===== src/rtl/activation_arbiter_if.sv =====
// Handshake bundle between requesters, the activation arbiter and the downstream sink.
// The slave modport is the arbiter side; master is the requester/sink side.
interface activation_arbiter_if #(
    parameter int NUM_REQ = 2
);
    localparam int ID_W = (NUM_REQ > 1) ? $clog2(NUM_REQ) : 1;

    logic [NUM_REQ-1:0]       in_valid;
    logic [NUM_REQ-1:0]       in_ready;
    logic [NUM_REQ-1:0][31:0] in_data;
    logic                     out_valid;
    logic                     out_ready;
    logic signed [31:0]       out_data;
    logic [ID_W-1:0]          out_id;
    logic                     out_last;
    logic                     busy;

    modport master (
        output in_valid,
        output in_data,
        output out_ready,
        input  in_ready,
        input  out_valid,
        input  out_data,
        input  out_id,
        input  out_last,
        input  busy
    );

    modport slave (
        input  in_valid,
        input  in_data,
        input  out_ready,
        output in_ready,
        output out_valid,
        output out_data,
        output out_id,
        output out_last,
        output busy
    );
endinterface


===== src/rtl/activation_arbiter.sv =====
// Round-robin vector arbiter feeding a registered ReLU activation stage.
// Define ACT_LEAKY_RELU_EN to turn negative inputs into x>>>3 instead of 0.
module activation_arbiter #(
    parameter int VECTOR_LEN = 3,
    parameter int NUM_REQ    = 2
) (
    input logic               clk,
    input logic               rst_n,
    activation_arbiter_if.slave bus
);
    localparam int ID_W  = (NUM_REQ > 1) ? $clog2(NUM_REQ) : 1;
    localparam int CNT_W = (VECTOR_LEN > 1) ? $clog2(VECTOR_LEN) : 1;
    localparam logic [CNT_W-1:0] CNT_LAST = CNT_W'(VECTOR_LEN - 1);
    localparam logic [ID_W-1:0]  ID_LAST  = ID_W'(NUM_REQ - 1);

    typedef enum logic {
        IDLE,
        GRANT
    } state_t;

    state_t             r_state;
    state_t             w_state_nxt;
    logic [ID_W-1:0]    r_grant;
    logic [ID_W-1:0]    r_last_grant;
    logic [ID_W-1:0]    w_pick;
    logic               w_any;
    logic [CNT_W-1:0]   r_cnt;
    logic               r_out_valid;
    logic               r_out_last;
    logic [ID_W-1:0]    r_out_id;
    logic signed [31:0] r_out_data;
    logic signed [31:0] w_din;
    logic signed [31:0] w_act;
    logic [NUM_REQ-1:0] w_rdy;
    logic               w_room;
    logic               w_hs;
    logic               w_vec_end;

    function automatic logic [ID_W-1:0] rr_idx(
        input logic [ID_W-1:0] base,
        input int              off
    );
        int s;
        s = (int'(base) + 1 + off) % NUM_REQ;
        return ID_W'(s);
    endfunction

    assign w_room    = !r_out_valid || bus.out_ready;
    assign w_din     = $signed(bus.in_data[r_grant]);
    assign w_hs      = (r_state == GRANT) && bus.in_valid[r_grant] && w_room;
    assign w_vec_end = w_hs && (r_cnt == CNT_LAST);

    // First valid requester after the previous owner wins.
    always_comb begin
        w_pick = r_last_grant;
        w_any  = 1'b0;
        for (int i = 0; i < NUM_REQ; i++) begin
            if (!w_any && bus.in_valid[rr_idx(r_last_grant, i)]) begin
                w_any  = 1'b1;
                w_pick = rr_idx(r_last_grant, i);
            end
        end
    end

    always_comb begin
        w_rdy = '0;
        if (r_state == GRANT && w_room) begin
            w_rdy[r_grant] = 1'b1;
        end
    end

`ifdef ACT_LEAKY_RELU_EN
    assign w_act = w_din[31] ? (w_din >>> 3) : w_din;
`else
    assign w_act = w_din[31] ? 32'sd0 : w_din;
`endif

    always_comb begin
        w_state_nxt = r_state;
        unique case (r_state)
            IDLE:    if (w_any) w_state_nxt = GRANT;
            GRANT:   if (w_vec_end) w_state_nxt = IDLE;
            default: w_state_nxt = IDLE;
        endcase
    end

    always_ff @(posedge clk or negedge rst_n) begin
        if (!rst_n) begin
            r_state      <= IDLE;
            r_grant      <= '0;
            r_last_grant <= ID_LAST;
            r_cnt        <= '0;
        end else begin
            r_state <= w_state_nxt;
            if (r_state == IDLE && w_any) begin
                r_grant <= w_pick;
            end
            if (w_vec_end) begin
                r_last_grant <= r_grant;
                r_cnt        <= '0;
            end else if (w_hs) begin
                r_cnt <= r_cnt + 1'b1;
            end
        end
    end

    // Output register reloads on a handshake even while draining.
    always_ff @(posedge clk or negedge rst_n) begin
        if (!rst_n) begin
            r_out_valid <= 1'b0;
            r_out_data  <= '0;
            r_out_id    <= '0;
            r_out_last  <= 1'b0;
        end else if (w_hs) begin
            r_out_valid <= 1'b1;
            r_out_data  <= w_act;
            r_out_id    <= r_grant;
            r_out_last  <= (r_cnt == CNT_LAST);
        end else if (bus.out_ready) begin
            r_out_valid <= 1'b0;
        end
    end

    assign bus.in_ready  = w_rdy;
    assign bus.out_valid = r_out_valid;
    assign bus.out_data  = r_out_data;
    assign bus.out_id    = r_out_id;
    assign bus.out_last  = r_out_last;
    assign bus.busy      = (r_state == GRANT);
endmodule


===== src/flat_wrapper.sv =====
// flat-port wrapper written by rule: the top's interface ports become plain ports
module activation_arbiter_flat 
#(
    parameter int VECTOR_LEN = 3,
    parameter int NUM_REQ    = 2
)
  (clk, rst_n, bus_in_valid, bus_in_data, bus_out_ready, bus_in_ready, bus_out_valid, bus_out_data, bus_out_id, bus_out_last, bus_busy);
  activation_arbiter_if #(.NUM_REQ(NUM_REQ)) bus_i ();
  input logic clk;
  input logic rst_n;
  input wire logic [$bits(bus_i.in_valid)-1:0] bus_in_valid;
  input wire logic [$bits(bus_i.in_data)-1:0] bus_in_data;
  input wire logic [$bits(bus_i.out_ready)-1:0] bus_out_ready;
  output wire logic [$bits(bus_i.in_ready)-1:0] bus_in_ready;
  output wire logic [$bits(bus_i.out_valid)-1:0] bus_out_valid;
  output wire logic [$bits(bus_i.out_data)-1:0] bus_out_data;
  output wire logic [$bits(bus_i.out_id)-1:0] bus_out_id;
  output wire logic [$bits(bus_i.out_last)-1:0] bus_out_last;
  output wire logic [$bits(bus_i.busy)-1:0] bus_busy;
  assign bus_i.in_valid = bus_in_valid;
  assign bus_i.in_data = bus_in_data;
  assign bus_i.out_ready = bus_out_ready;
  assign bus_in_ready = bus_i.in_ready;
  assign bus_out_valid = bus_i.out_valid;
  assign bus_out_data = bus_i.out_data;
  assign bus_out_id = bus_i.out_id;
  assign bus_out_last = bus_i.out_last;
  assign bus_busy = bus_i.busy;
  activation_arbiter #(.VECTOR_LEN(VECTOR_LEN), .NUM_REQ(NUM_REQ)) u_core (.clk(clk), .rst_n(rst_n), .bus(bus_i));
endmodule

===== config.mk =====
export PLATFORM = sky130hd
export DESIGN_NAME = activation_arbiter_flat
export DESIGN_NICKNAME = d
export VERILOG_FILES = /design/src/rtl/activation_arbiter_if.sv /design/src/rtl/activation_arbiter.sv /design/src/flat_wrapper.sv
export SDC_FILE = /design/constraint.sdc
export NUM_CORES = 1
export LEC_CHECK = 0
export BUFFER_PORTS_ARGS = -buffer_cell sky130_fd_sc_hd__buf_2
export CAP_MARGIN = 5
export CORE_ASPECT_RATIO = 2
export CORE_UTILIZATION = 35
export DETAILED_ROUTE_END_ITERATION = 6
export GPL_TIMING_DRIVEN = 0
export PLACE_DENSITY = 0.68
export SETUP_SLACK_MARGIN = 0.02
export SKIP_CTS_REPAIR_TIMING = 1
export SYNTH_ARGS = -nofsm -noshare
export SYNTH_HDL_FRONTEND = slang
export SYNTH_SLANG_ARGS = --single-unit

===== constraint.sdc =====
create_clock -name clk -period 1.85 [get_ports clk]
set_input_delay 0.0925 -clock clk [delete_from_list [all_inputs] [get_ports clk]]
set_output_delay 0.0925 -clock clk [all_outputs]
set_load 0.005 [all_outputs]

## Word level (Yosys, flattened, before mapping)

Index checks and enable logic that the tools add are counted.
W data, S select, Z words.

| word-level totals | value |
|---|---|
| word-level logic and storage cells | 52 |
| input port bits | 69 |
| output and inout bits | 38 |
| register bits after elaboration | 40 |

| operators by class | value |
|---|---|
| reduce and logical (&&, ||, !) cells | 12 |
| multiplexer cells | 23 |
| bitwise logic cells | 1 |
| add/subtract/negate cells | 3 |
| order comparisons | 4 |
| eq/ne operators | 1 |

Operators by type and width:

| operator | number |
|---|---|
| $mux W32 | 2 |
| $mux W31 | 1 |
| $mux W1 | 15 |
| $logic_and A1 B1 Y1 | 7 |
| $lt A1 B2 Y1 const B | 3 |
| $mux W2 | 3 |
| $reduce_bool A2 Y1 | 2 |
| $add A1 B1 Y1 const B | 2 |
| $add A2 B1 Y2 const B | 1 |
| $eq A2 B2 Y1 const B | 1 |
| $logic_not A1 Y1 | 2 |
| $pmux W1 S2 | 1 |
| $demux W1 S1 | 1 |
| $ge A1 B1 Y1 const B | 1 |
| $logic_or A1 B1 Y1 | 1 |
| $not A1 Y1 | 1 |

## Depth between registers and ports, before layout

| depth | value |
|---|---|
| depth after elaboration | 9 |
| mapped depth | 5 |
| depth with buffers taken out | 4 |

## Worst setup path before layout

No wires, ideal clock.

| timing | value |
|---|---|
| kind | reg2reg |
| start point | reg u_core.r_grant |
| end point | reg u_core.r_out_data[10], in the netlist u_core.bus.out_data[10] |
| library setup time | 0.125 ns |
| arrival time | 1.338 ns |
| required time | 1.725 ns |
| cell stages (with the launch flop) | 5 |
| clock period less this slack | 1.463 ns |
| buffers on the path | 1 |
| path slack | 0.387 ns |
| cell sequence | dfrtp_1 -> mux2_2 -> nand3_4 -> buf_6 -> mux2_4 |

| between the ends | value |
|---|---|
| cells in the longest elaborated chain, start to end | 4 |
| elaborated cells on any way between the ends | 7 |
| those cells by class | mux: 5; reduce/logical: 2 |

RTL lines:

| element | line | source |
|---|---|---|
| from (decl) | activation_arbiter.sv:23 | `logic [ID_W-1:0] r_grant;` |
| from (signal assigned) | activation_arbiter.sv:96 | `r_grant <= w_pick;` |
| $mux W1 (not written as such) (2 in a row) | activation_arbiter.sv:50 | `assign w_hs = (r_state == GRANT) && bus.in_valid[r_grant] && w_room;` |
| $logic_and A1 B1 Y1 (2 in a row) | activation_arbiter.sv:50 |  |
| to (signal assigned) | activation_arbiter.sv:116 | `r_out_data <= w_act;` |
| to (decl) | activation_arbiter.sv:31 | `logic signed [31:0] r_out_data;` |

Several ways; a longest one is shown, not always the timed one. The select of a mux whose other input is x is not followed.
A chain may end at the register's enable or synchronous reset.

## Worst setup path after layout

| timing | value |
|---|---|
| start point | reg u_core.r_grant |
| end point | reg u_core.r_out_data[27], in the netlist u_core.bus.out_data[27] |

Same word-level chain as after synthesis.

==> out/metrics.json <==
{
  "run_status": {
    "result_of_the_run": "finished, violations left",
    "failed_checks": "DRC, hold timing"
  },
  "cts": {
    "tritoncts": "yes",
    "cts_num_sinks": 39,
    "clock_tree.root_cell": "clkbuf_16",
    "cts-root-to-sink-buffers": 2,
    "clk-insertion-delay-late_ps": 270,
    "numCtsBuffers": 5,
    "clkSlewWorstSetupHoldPaths_ps": 60,
    "cts.htree.levels": 2
  },
  "placement": {
    "number_of_input_and_output_port_buffers_inserted": 105,
    "dp_hpwl_um": 3814,
    "gp_congestion": 0.6991
  },
  "final_layout": {
    "area.growth.synth_to_final_pct": 35.10,
    "post-route-util_pct": 49.76,
    "num_antenna_cells": 0,
    "drive_gt1_share_pct": 52.08,
    "nNetsFinal": 357
  },
  "critical_path": {
    "ff2ff_setup_slack_ps": 160,
    "worstRegToRegCells": 5,
    "worst_path_max_delay_cell": "dfrtp_1",
    "crit_path_frequent_cell": "clkbuf_4",
    "rr_endpoint": "u_core.bus.out_data[27]",
    "critical_path.max_fanout": 10,
    "required_ps": 2000,
    "r2r_start": "u_core.r_grant",
    "critical-path-top-delay-family": "multiplexers",
    "critical_path_buf_inv_count": 2,
    "cp_cell_sequence": "clkbuf_4 > clkbuf_4 > mux2i_1 > nor2_1 > mux2_1",
    "biggest_cell_delay_along_the_critical_path_ps": 390,
    "critPathCaptureType": "register",
    "arrival_time_reported_for_the_critical_path_endpoint_ps": 1840,
    "startpoint": "u_core.r_grant",
    "setup.worst_path.start_class": "register",
    "setup.worst_path.class": "reg -> reg",
    "critical_path_depth": 5
  },
  "power_and_ir_drop": {
    "vdd_ir_drop_max_mv": 0.6269,
    "static-leakage-power_uw": 0.001612,
    "p_per_area_nw_per_um2": 1529
  },
  "sta": {
    "finalClockSkew_ps": 5.798,
    "period_needed_ps": 1690,
    "relSlewSlack_pct": 42.45,
    "setup-violations-final": 0,
    "final_hold_viol_count": 38,
    "final_max_tran_viols": 0,
    "fmax_mhz": 591.7,
    "tightestPinTransition_ps": 863.2,
    "setup_tns_final_ps": 0,
    "min_period_over_period_pct": 91.36,
    "hold_ws_ps": -68.08,
    "rsz0062_at_grt": "false"
  },
  "drt": {
    "antenna_violating_nets_post_route": 0,
    "dr.pass1.iters": 6,
    "via_per_inst": 4.903,
    "via_count": 1711,
    "routed_wire_length_per_instance_um": 14.33,
    "routed_wl_um": 5000,
    "detailedRoute.firstIterationViolations": 67,
    "drc_errors": 12
  },
  "floorplanning": {
    "die-width_um": 57.04,
    "row_count": 39,
    "io_pins": 107,
    "fp.dieArea_um2": 6393,
    "die_height_um": 112.1,
    "placeableCoreArea_um2": 5758,
    "initial_utilization_pct": 36.83
  },
  "synthesis": {
    "synth.avg_cell_area_um2": 12.12,
    "ys_seq_elements": 39,
    "yosysTopAreaCellShare_pct": 44.84,
    "synth_enable_flop_cells": 0,
    "synth_warnings": 0,
    "ys_top_cells_by_area": "dfrtp_1, mux2i_1, mux2_4",
    "synth_top_area_cell": "dfrtp_1",
    "synth-main-ff-cell": "dfrtp_1",
    "synth.lib_cells_used.distinct": 27,
    "ys_seq_area_share_pct": 46.08,
    "synth.net_count": 245,
    "postSynth.asyncResetShare_pct": 100.0,
    "most_used_standard_cell_by_instance_count_after_synthesis": "dfrtp_1",
    "syn_inst": 175,
    "netlist_top_cells_count": "dfrtp_1, nor2_1, mux2i_1",
    "post_synth_design_cell_area_um2": 2121
  },
  "min_path": {
    "worst_hold_path_type": "in -> async"
  },
  "global_routing": {
    "grt_start_max_net_pins": 40,
    "grt_use_total_pct": 16.84,
    "first_global_vias": 1792,
    "gr-total-overflow": 0,
    "antenna_found_initial": 0,
    "wire_length_of_the_first_global_routing_pass_um": 8335
  },
  "job": {
    "drv.max_cap_violation_count": 0
  }
}
==> area by class of cell <==
| type | instances | area, um^2 |
|---|---|---|
| Timing Repair Buffer | 105 | 525.5 |
| Fill cell | 548 | 2893 |
| Buffer | 13 | 92.59 |
| Multi-Input combinational cell | 121 | 1049 |
| Clock buffer | 7 | 132.6 |
| Tap cell | 61 | 76.32 |
| Inverter | 2 | 7.507 |
| Sequential cell | 39 | 977.2 |
| Clock inverter | 1 | 5.005 |
==> kinds of logic after synthesis <==
kind of cell	after synthesis	synth area share, %
AO/OA/AOI/OAI	7	2.596
adder cells (fa/ha/maj)	1	0.5899
buffers and inverters	15	4.484
flip-flops	39	46.08
multiplexers	66	36.76
other	1	0.1768
AND/OR/NAND/NOR	46	9.322
==> per-layer routing <==
layer	wire [um]	track usage, %
met1	1871	17.40
met2	2850	32.08
met3	191	2.880
met4	86	6.992
met5	0	0
==> where the power goes <==
group	leakage [uW]	internal, uW	total (uW)	switching [uW]
clock network	0.0000679	498	808	311
registers	0.000493	1200	1380	175
logic	0.00105	1210	2190	988
==> stage by stage <==
step | cells | setup WS, ps | total power, uW | cell area [um^2]
2_1_floorplan | 175 | 387.0 | 2897 | 2121
3_3_place_gp | 341 | 107.9 | 3553 | 2723
3_5_place_dp | 341 | 45.06 | 3607 | 2723
4_1_cts | 349 | 30.24 | 4442 | 2860
5_1_grt | 349 | 61.86 | 4709 | 2865
6_report | 349 | 159.9 | 4382 | 2865
==> sequential cells by signal (all words and copies together), names as in the netlist <==
register,count
u_core.bus.busy,1
u_core.bus.out_data,31
u_core.r_grant,1
u_core.bus.out_valid,1
u_core.bus.out_last,1
u_core.bus.out_id,1
u_core.r_cnt,2
u_core.r_last_grant,1
==> worst max path at each step <==
stage	end	slack (ps)
2_1_floorplan	u_core.bus.out_data[10]	390
3_3_place_gp	u_core.bus.out_data[29]	110
3_5_place_dp	u_core.bus.out_data[27]	50
4_1_cts	u_core.bus.out_data[27]	30
5_1_grt	u_core.bus.out_data[27]	60
6_report	u_core.bus.out_data[27]	160
==> placed cells by master, fill, tap and decap left out, types with 2 or more instances in the layout <==
| cell type | n |
|---|---|
| inv_1 | 2 |
| clkbuf_16 | 5 |
| mux2_2 | 7 |
| mux2_4 | 20 |
| clkbuf_4 | 2 |
| buf_4 | 3 |
| and3_1 | 2 |
| buf_6 | 3 |
| mux2_1 | 8 |
| mux2i_1 | 31 |
| nand2_1 | 4 |
| dfrtp_1 | 38 |
| nor2_1 | 36 |
| clkbuf_1 | 5 |
| buf_2 | 107 |
No activity file was read; power rests on OpenSTA's default activity.
